<file path="config.mk">
export PLATFORM = sky130hd
export DESIGN_NAME = cmd_frame_gen
export DESIGN_NICKNAME = d
export VERILOG_FILES = /design/src/rtl/cmd_frame_gen.sv
export SDC_FILE = /design/constraint.sdc
export NUM_CORES = 1
export LEC_CHECK = 0
export BUFFER_PORTS_ARGS = -buffer_cell sky130_fd_sc_hd__buf_2
export CAP_MARGIN = 40
export CORE_MARGIN = 3
export CORE_UTILIZATION = 30
export DETAILED_ROUTE_END_ITERATION = 16
export PLACE_DENSITY = 0.6
export SYNTH_ARGS = -nofsm -noshare
export SYNTH_HDL_FRONTEND = slang
export SYNTH_SLANG_ARGS = --single-unit
</file>
<file path="constraint.sdc">
create_clock -name clk -period 4.33 [get_ports clk]
set_input_delay 0.866 -clock clk [delete_from_list [all_inputs] [get_ports clk]]
set_output_delay 0.866 -clock clk [all_outputs]
set_load 0.03 [all_outputs]
</file>
<file path="src/rtl/cmd_frame_gen.sv">
// Command framer: turns a register or ALU command into a UART byte frame,
// then collects the 0/1/2-byte response with an inter-byte timeout.
module cmd_frame_gen #(
  parameter int unsigned          TO_WIDTH = 16,
  parameter logic [TO_WIDTH-1:0]  TIMEOUT  = 16'd50000
) (
  input  logic        clk,
  input  logic        rst,
  input  logic        cmd_valid,
  output logic        cmd_ready,
  input  logic [1:0]  cmd_type,
  input  logic [3:0]  cmd_addr,
  input  logic [7:0]  cmd_data,
  input  logic [7:0]  cmd_opa,
  input  logic [7:0]  cmd_opb,
  input  logic [3:0]  cmd_fun,
  output logic [7:0]  tx_byte,
  output logic        tx_valid,
  input  logic        tx_ready,
  input  logic [7:0]  rx_byte,
  input  logic        rx_valid,
  output logic [15:0] rsp_data,
  output logic        rsp_valid,
  output logic        rsp_timeout,
  output logic        busy
);

  typedef enum logic [1:0] {
    IDLE     = 2'd0,
    SEND     = 2'd1,
    WAIT_RSP = 2'd2,
    DONE     = 2'd3
  } state_t;

  localparam logic [1:0]          TYPE_WR = 2'b00;
  localparam logic [TO_WIDTH-1:0] TO_LAST = TIMEOUT - 1'b1;

  state_t              state, state_next;
  logic [1:0]          type_q;
  logic [3:0]          addr_q, fun_q;
  logic [7:0]          data_q, opa_q, opb_q;
  logic [1:0]          idx;
  logic [TO_WIDTH-1:0] cnt;
  logic                ok;
  logic [7:0]          frame_byte;
  logic [1:0]          frame_last;
  logic                rsp_last;

  // Frame contents and lengths per command type; idx doubles as the
  // received-byte count while waiting for the response.
  always_comb begin
    frame_byte = 8'h00;
    frame_last = 2'd1;
    rsp_last   = 1'b0;
    case (type_q)
      2'b00: begin
        frame_last = 2'd2;
        case (idx)
          2'd0:    frame_byte = 8'hAA;
          2'd1:    frame_byte = {4'h0, addr_q};
          default: frame_byte = data_q;
        endcase
      end
      2'b01: begin
        frame_last = 2'd1;
        frame_byte = (idx == 2'd0) ? 8'hBB : {4'h0, addr_q};
      end
      2'b10: begin
        frame_last = 2'd3;
        rsp_last   = 1'b1;
        case (idx)
          2'd0:    frame_byte = 8'hCC;
          2'd1:    frame_byte = opa_q;
          2'd2:    frame_byte = opb_q;
          default: frame_byte = {4'h0, fun_q};
        endcase
      end
      default: begin
        frame_last = 2'd1;
        rsp_last   = 1'b1;
        frame_byte = (idx == 2'd0) ? 8'hDD : {4'h0, fun_q};
      end
    endcase
  end

  always_comb begin
    state_next = state;
    cmd_ready  = 1'b0;
    tx_valid   = 1'b0;
    tx_byte    = 8'h00;
    case (state)
      IDLE: begin
        cmd_ready = 1'b1;
        if (cmd_valid) state_next = SEND;
      end
      SEND: begin
        tx_valid = 1'b1;
        tx_byte  = frame_byte;
        if (tx_ready && idx == frame_last)
          state_next = (type_q == TYPE_WR) ? DONE : WAIT_RSP;
      end
      WAIT_RSP: begin
        // A byte arriving on the timeout cycle still counts as a byte.
        if (rx_valid) begin
          if (idx[0] == rsp_last) state_next = DONE;
        end else if (cnt == TO_LAST) begin
          state_next = DONE;
        end
      end
      default: state_next = IDLE;
    endcase
  end

  assign busy        = (state != IDLE);
  assign rsp_valid   = (state == DONE) && ok;
  assign rsp_timeout = (state == DONE) && !ok;

  always_ff @(posedge clk) begin
    if (rst) begin
      state    <= IDLE;
      type_q   <= 2'b00;
      addr_q   <= 4'h0;
      fun_q    <= 4'h0;
      data_q   <= 8'h00;
      opa_q    <= 8'h00;
      opb_q    <= 8'h00;
      idx      <= 2'd0;
      cnt      <= '0;
      ok       <= 1'b0;
      rsp_data <= 16'h0000;
    end else begin
      state <= state_next;
      case (state)
        IDLE: begin
          if (cmd_valid) begin
            type_q   <= cmd_type;
            addr_q   <= cmd_addr;
            fun_q    <= cmd_fun;
            data_q   <= cmd_data;
            opa_q    <= cmd_opa;
            opb_q    <= cmd_opb;
            idx      <= 2'd0;
            ok       <= 1'b1;
            rsp_data <= 16'h0000;
          end
        end
        SEND: begin
          if (tx_ready) begin
            idx <= (idx == frame_last) ? 2'd0 : idx + 2'd1;
            cnt <= '0;
          end
        end
        WAIT_RSP: begin
          if (rx_valid) begin
            cnt <= '0;
            idx <= idx + 2'd1;
            if (idx[0]) rsp_data[15:8] <= rx_byte;
            else        rsp_data       <= {8'h00, rx_byte};
          end else if (cnt == TO_LAST) begin
            ok <= 1'b0;
          end else begin
            cnt <= cnt + 1'b1;
          end
        end
        default: ;
      endcase
    end
  end

endmodule

</file>
* Word level (Yosys, flattened, before mapping)
Index checks and enable logic that the tools add are counted. W data, S select, Z words.
Word-level totals: bits in registers 71, output and inout bits 29
Operators by class: add/subtract/negate cells 2, eq/ne operators 20, multiplexer cells 35, reduce and logical (&&, ||, !) cells 19
Operators by type and width (number):
- $mux W16 | 5
- $pmux W16 S2 | 2
- $pmux W8 S3 | 2
- $mux W8 | 5
- $mux W2 | 9
- $add A16 B1 Y16 const B | 1
- $eq A16 B16 Y1 const B | 1
- $pmux W8 S2 | 1
- $reduce_and A4 Y1 | 4
- $ne A2 B2 Y1 const B | 7
- $pmux W2 S3 | 2
- $ne A3 B3 Y1 const B | 3
- $eq A2 B2 Y1 const B | 4
- $mux W1 | 7
- $eq A2 B1 Y1 const B | 3
- $logic_not A2 Y1 | 3
- $reduce_and A3 Y1 | 2
- $reduce_bool A2 Y1 | 3
- $pmux W2 S2 | 1
- $logic_and A1 B1 Y1 | 3
- $reduce_bool A3 Y1 | 1
- $add A2 B1 Y2 const B | 1
- $eq A2 B2 Y1 | 1
- $pmux W1 S2 | 1
- 4 further kinds | 4

* Logic depth before layout (Yosys ltp)
depth in word-level cells 7, depth in mapped cells 9, mapped depth without buffers 7

* Least setup slack after synthesis
Ideal clock, no wire load.
path kind flip-flop to output port, from reg idx[0], to out tx_byte[0], arrival 1.840 ns, setup slack 1.624 ns, cell stages (with the launch flop) 8, path buffers 2, path through dfxtp_1 > clkbuf_1 > inv_1 > ha_1 > clkbuf_1 > nand3b_1 > o21ai_0 > a41oi_1
On the way: word-level cells in the longest chain between the ends 4, elaborated cells between the ends (all ways) 9
RTL lines:
- start: declaration | RTL line 42 | logic [1:0] idx;
- start signal: assignment | RTL line 149 | idx <= (idx == frame_last) ? 2'd0 : idx + 2'd1;
- start signal: assignment | RTL line 156 | idx <= idx + 2'd1;
- $eq A2 B2 Y1 (tied with other cells) | RTL line 71 | case (idx)
- $pmux W8 S3 (tied with other cells) | RTL line 71
- $pmux W8 S3 (*) | RTL line 55 | case (type_q)
- $mux W8 (*) | RTL line 91 | case (state)
- end: declaration | RTL line 17 | output logic [7:0] tx_byte,
Mark *: on every way between the ends. The rest lies on a longest branch, timed or not.

* Worst setup path after layout
from reg idx[0], to out tx_byte[1]
The elaborated chain is that of the path after synthesis.

==> flow_summary.rst <==
.. list-table::
   :header-rows: 1

   * - Metric
     - Value
   * - Outcome
     - finished, final reports clean
   * - Insertion delay of the later-clocked pin in the worst-skew pair
     - 0.33 ns
   * - Fin area
     - 4269 µm²
   * - GRT overflow
     - 0
   * - EDFF count, synth
     - 0
   * - Peak VDD IR
     - 0.3620 mV
   * - Share of layout cells above drive strength 1
     - 0.1891
   * - Unrepaired setup endpoints after global routing
     - no
   * - Master cell of the clock root buffer
     - clkbuf_16
   * - Total via count in the routed design
     - 3,403
   * - Share of the cycle needed by the critical path after routing
     - 0.7088
   * - GPL Wtd Cong
     - 0.8646
   * - Die H
     - 113.9 µm
   * - Net switching power
     - 0.8574 mW
   * - Max Cap Viol
     - 0
   * - Inserted Clock Buffers
     - 9
   * - Count of cell types in the netlist
     - 51
   * - Post-synthesis instance area
     - 3491 µm²
   * - Slowest CP cell
     - dfxtp_1
   * - Count of routing violations after the opening detailed-route iteration
     - 275
   * - Placeable core area
     - 11,130 µm²
   * - Most frequently used cell type in the post-synthesis netlist
     - nand2_1
   * - Arr. time, crit path
     - 2.20 ns
   * - Number of detailed-routing iterations run before antenna repair
     - 5
   * - Final TNS setup
     - 0 ns
   * - Setup violators final
     - 0
   * - Antenna Nets Post-Route
     - 0
   * - Total cell area at the placement stage
     - 3978 µm²
   * - Overall fraction of global-route tracks in use
     - 0.1470
   * - Clock-pin transition on the worst setup and hold timing paths
     - 0.06 ns
   * - Top cell type's share of synthesized area
     - 0.4072
   * - Largest net degree at the start of global routing
     - 36
   * - HPWL after detailed placement
     - 6938 µm
   * - Max Transition Viols Final
     - 0
   * - Cell types with the largest area share after synthesis
     - dfxtp_1 (41%), nand2_1 (9.5%), a21oi_1 (8.3%), ha_1 (3.6%), nor2_1 (3.4%)
   * - Maximum clock path buffer count
     - 2
   * - Post-route DRC
     - 0
   * - Cells after synthesis
     - 449
   * - Maximum frequency from static timing analysis
     - 0.3258 GHz
   * - Worst EP required
     - 3.46 ns
   * - First-pass GRT wire length
     - 15,500 µm
   * - Class of the tightest hold or removal check
     - reg -> reg
   * - Fraction of registers with async set or reset after synthesis
     - 0
   * - Critical Path Fanout Max
     - 13
   * - Register bit total from synthesis
     - 71
   * - Post-synthesis net count
     - 506
   * - Fillers
     - 1,178
   * - Post-DR vias/cell
     - 5.211
   * - Starting utilization of the core area
     - 0.3138
   * - Aggregate routed wire length
     - 9521 µm
   * - Cell Chain, Critical Path
     - ha_1, a22oi_1, nor2_1, a21oi_1, o22ai_1, o21a_1, buf_2
   * - Count of warnings emitted by yosys
     - 0
   * - Cell taking the most area after synthesis
     - dfxtp_1
   * - Seq pwr share
     - 0.348
   * - Post-cts gate resize count
     - 0
   * - Area growth from synthesis to layout
     - 22.29%
   * - Max H-tree Level
     - 3
   * - Internal Dissipation
     - 1.478 mW
   * - Switching share of power
     - 0.3671
   * - Antenna Cells
     - 0
   * - Type of the worst setup path
     - reg -> out
   * - Final count of hold timing violations
     - 0
   * - Clock tree sinks
     - 71
   * - Most frequent cells after synthesis
     - nand2_1 (88), dfxtp_1 (71), a21oi_1 (58)
   * - Die outline width
     - 113.9 µm
   * - Post-Syn Area per Cell
     - 7.775 µm²
   * - Register area share after synthesis
     - 0.4072
   * - Post-synth top flop
     - dfxtp_1
   * - Wire length per cell
     - 14.58 µm
   * - Maximum single-stage delay on the critical path
     - 0.52 ns
   * - Setup repair bufs after CTS
     - 0
   * - Post-layout min period
     - 3.069 ns
   * - Die area
     - 12,970 µm²
   * - Number of antenna violations at the first check in global routing
     - 0
   * - Count of input and output buffers
     - 75
   * - Remaining max-slew budget at the tightest pin
     - 0.5415
   * - CTS tree
     - done
   * - CP Launch Type
     - flop
   * - Total power density per cell area
     - 547.1 nW/µm²
   * - Part of the total power dissipated in combinational logic
     - 0.341
   * - Worst Min Path Start
     - opa_q[4]$_SDFFE_PP0P_
   * - Site row count
     - 38
   * - Leakage power of the design
     - 1.741 nW
   * - Clock group share of total power
     - 0.311
   * - Transition at the pin with the smallest max-transition slack
     - 0.6877 ns
   * - Net count, final
     - 565
   * - Number of buffers added to fix hold violations after cts
     - 0
   * - Worst Setup End Kind
     - output port
   * - Via count of the first global-routing pass
     - 3,200
   * - Origin of the worst setup path
     - idx[0]$_SDFFE_PP0P_
   * - Clock skew after layout
     - 0.005597 ns
   * - Count of boundary I/O pins
     - 76
   * - Start of the worst register-to-register path
     - state[0]$_SDFFE_PP0P_
[final cells by class]
class	count	area [µm²]	share of cell area
clock inverters	4	45.04	0.01055
inverters	12	45.04	0.01055
flip-flops and latches	71	1421	0.3329
well taps	140	175.2	0.04103
repair buffers	79	432.9	0.1014
multi-input cells	335	1903	0.4458
clock buffers	12	246.5	0.05774
[metal layers]
layer / global-route usage / share of wire / vias to the layer above
met5: 0 / 0 / -
met4: 0.03325 / 0.0045 / 0
met3: 0.04191 / 0.067 / 3
met2: 0.2419 / 0.48 / 121
met1: 0.1921 / 0.45 / 1577
li1: - / - / 1702
[stage by stage]
stage,power [mW],instances,setup slack (ns),util,hold WS [ns]
after floorplan,1.383,449,1.624,-,0.4318
after global placement,1.579,634,1.532,0.3530,0.4488
after detailed placement,1.623,637,1.616,0.3575,0.4525
after CTS,2.361,653,1.259,0.3837,0.4615
after global routing,2.477,653,1.030,0.3837,0.4847
final,2.336,653,1.261,0.3837,0.4577
[logic make-up after synthesis]
| logic type | share of synthesized area |
|---|---|
| muxes | 0.02903 |
| xor gates and xnor gates | 0.002509 |
| DFF | 0.4072 |
| and+or+nand+nor | 0.2423 |
| AOI/OAI and AO/OA | 0.2341 |
| buffers and inverters | 0.04910 |
| adders and majority gates | 0.03584 |
[worst paths after layout]
check,depth (start not counted),to,slack (ns)
max,7,tx_byte[1],1.26
min,2,opa_q[4]$_SDFFE_PP0P_,0.46
max reg2reg,7,rsp_data[2]$_SDFFE_PP0P_,1.77
min reg2reg,2,opa_q[4]$_SDFFE_PP0P_,0.46
[flip-flops by register name, summed over array words and instances (netlist names)]
name and count:
type_q 2, cnt 16, data_q 8, state 2
rsp_data 16, ok 1, fun_q 4, idx 2
addr_q 4, opb_q 8, opa_q 8
[worst max-delay path, delay by kind of cell (launching register included)]
| kind | cells | cell delay (ns) |
|---|---|---|
| AND/OR/NAND/NOR | 1 | 0.11 |
| adder cells (fa/ha/maj) | 1 | 0.50 |
| flip-flops | 1 | 0.52 |
| AO/OA/AOI/OAI | 4 | 0.55 |
| buffers and inverters | 1 | 0.20 |
[cells in the final DEF, fill, tap and decap left out, types with 8 or more instances in the layout]
| master | count |
|---|---|
| nor2b_1 | 12 |
| nor2_1 | 32 |
| nand2_1 | 88 |
| o21ai_0 | 16 |
| dfxtp_1 | 71 |
| buf_2 | 75 |
| ha_1 | 10 |
| mux2i_1 | 9 |
| nand3_1 | 10 |
| a21oi_1 | 58 |
| a22o_1 | 8 |
| inv_1 | 12 |
| clkbuf_16 | 9 |
[power by group through the flow]
stage | clock (mW) | combinational, mW | sequential [mW]
6_report | 0.726 | 0.797 | 0.813
5_1_grt | 0.772 | 0.882 | 0.824
4_1_cts | 0.747 | 0.802 | 0.812
3_5_place_dp | 0 | 0.798 | 0.825
3_3_place_gp | 0 | 0.756 | 0.823
2_1_floorplan | 0 | 0.544 | 0.840
Power figures use the tool's default switching activity.
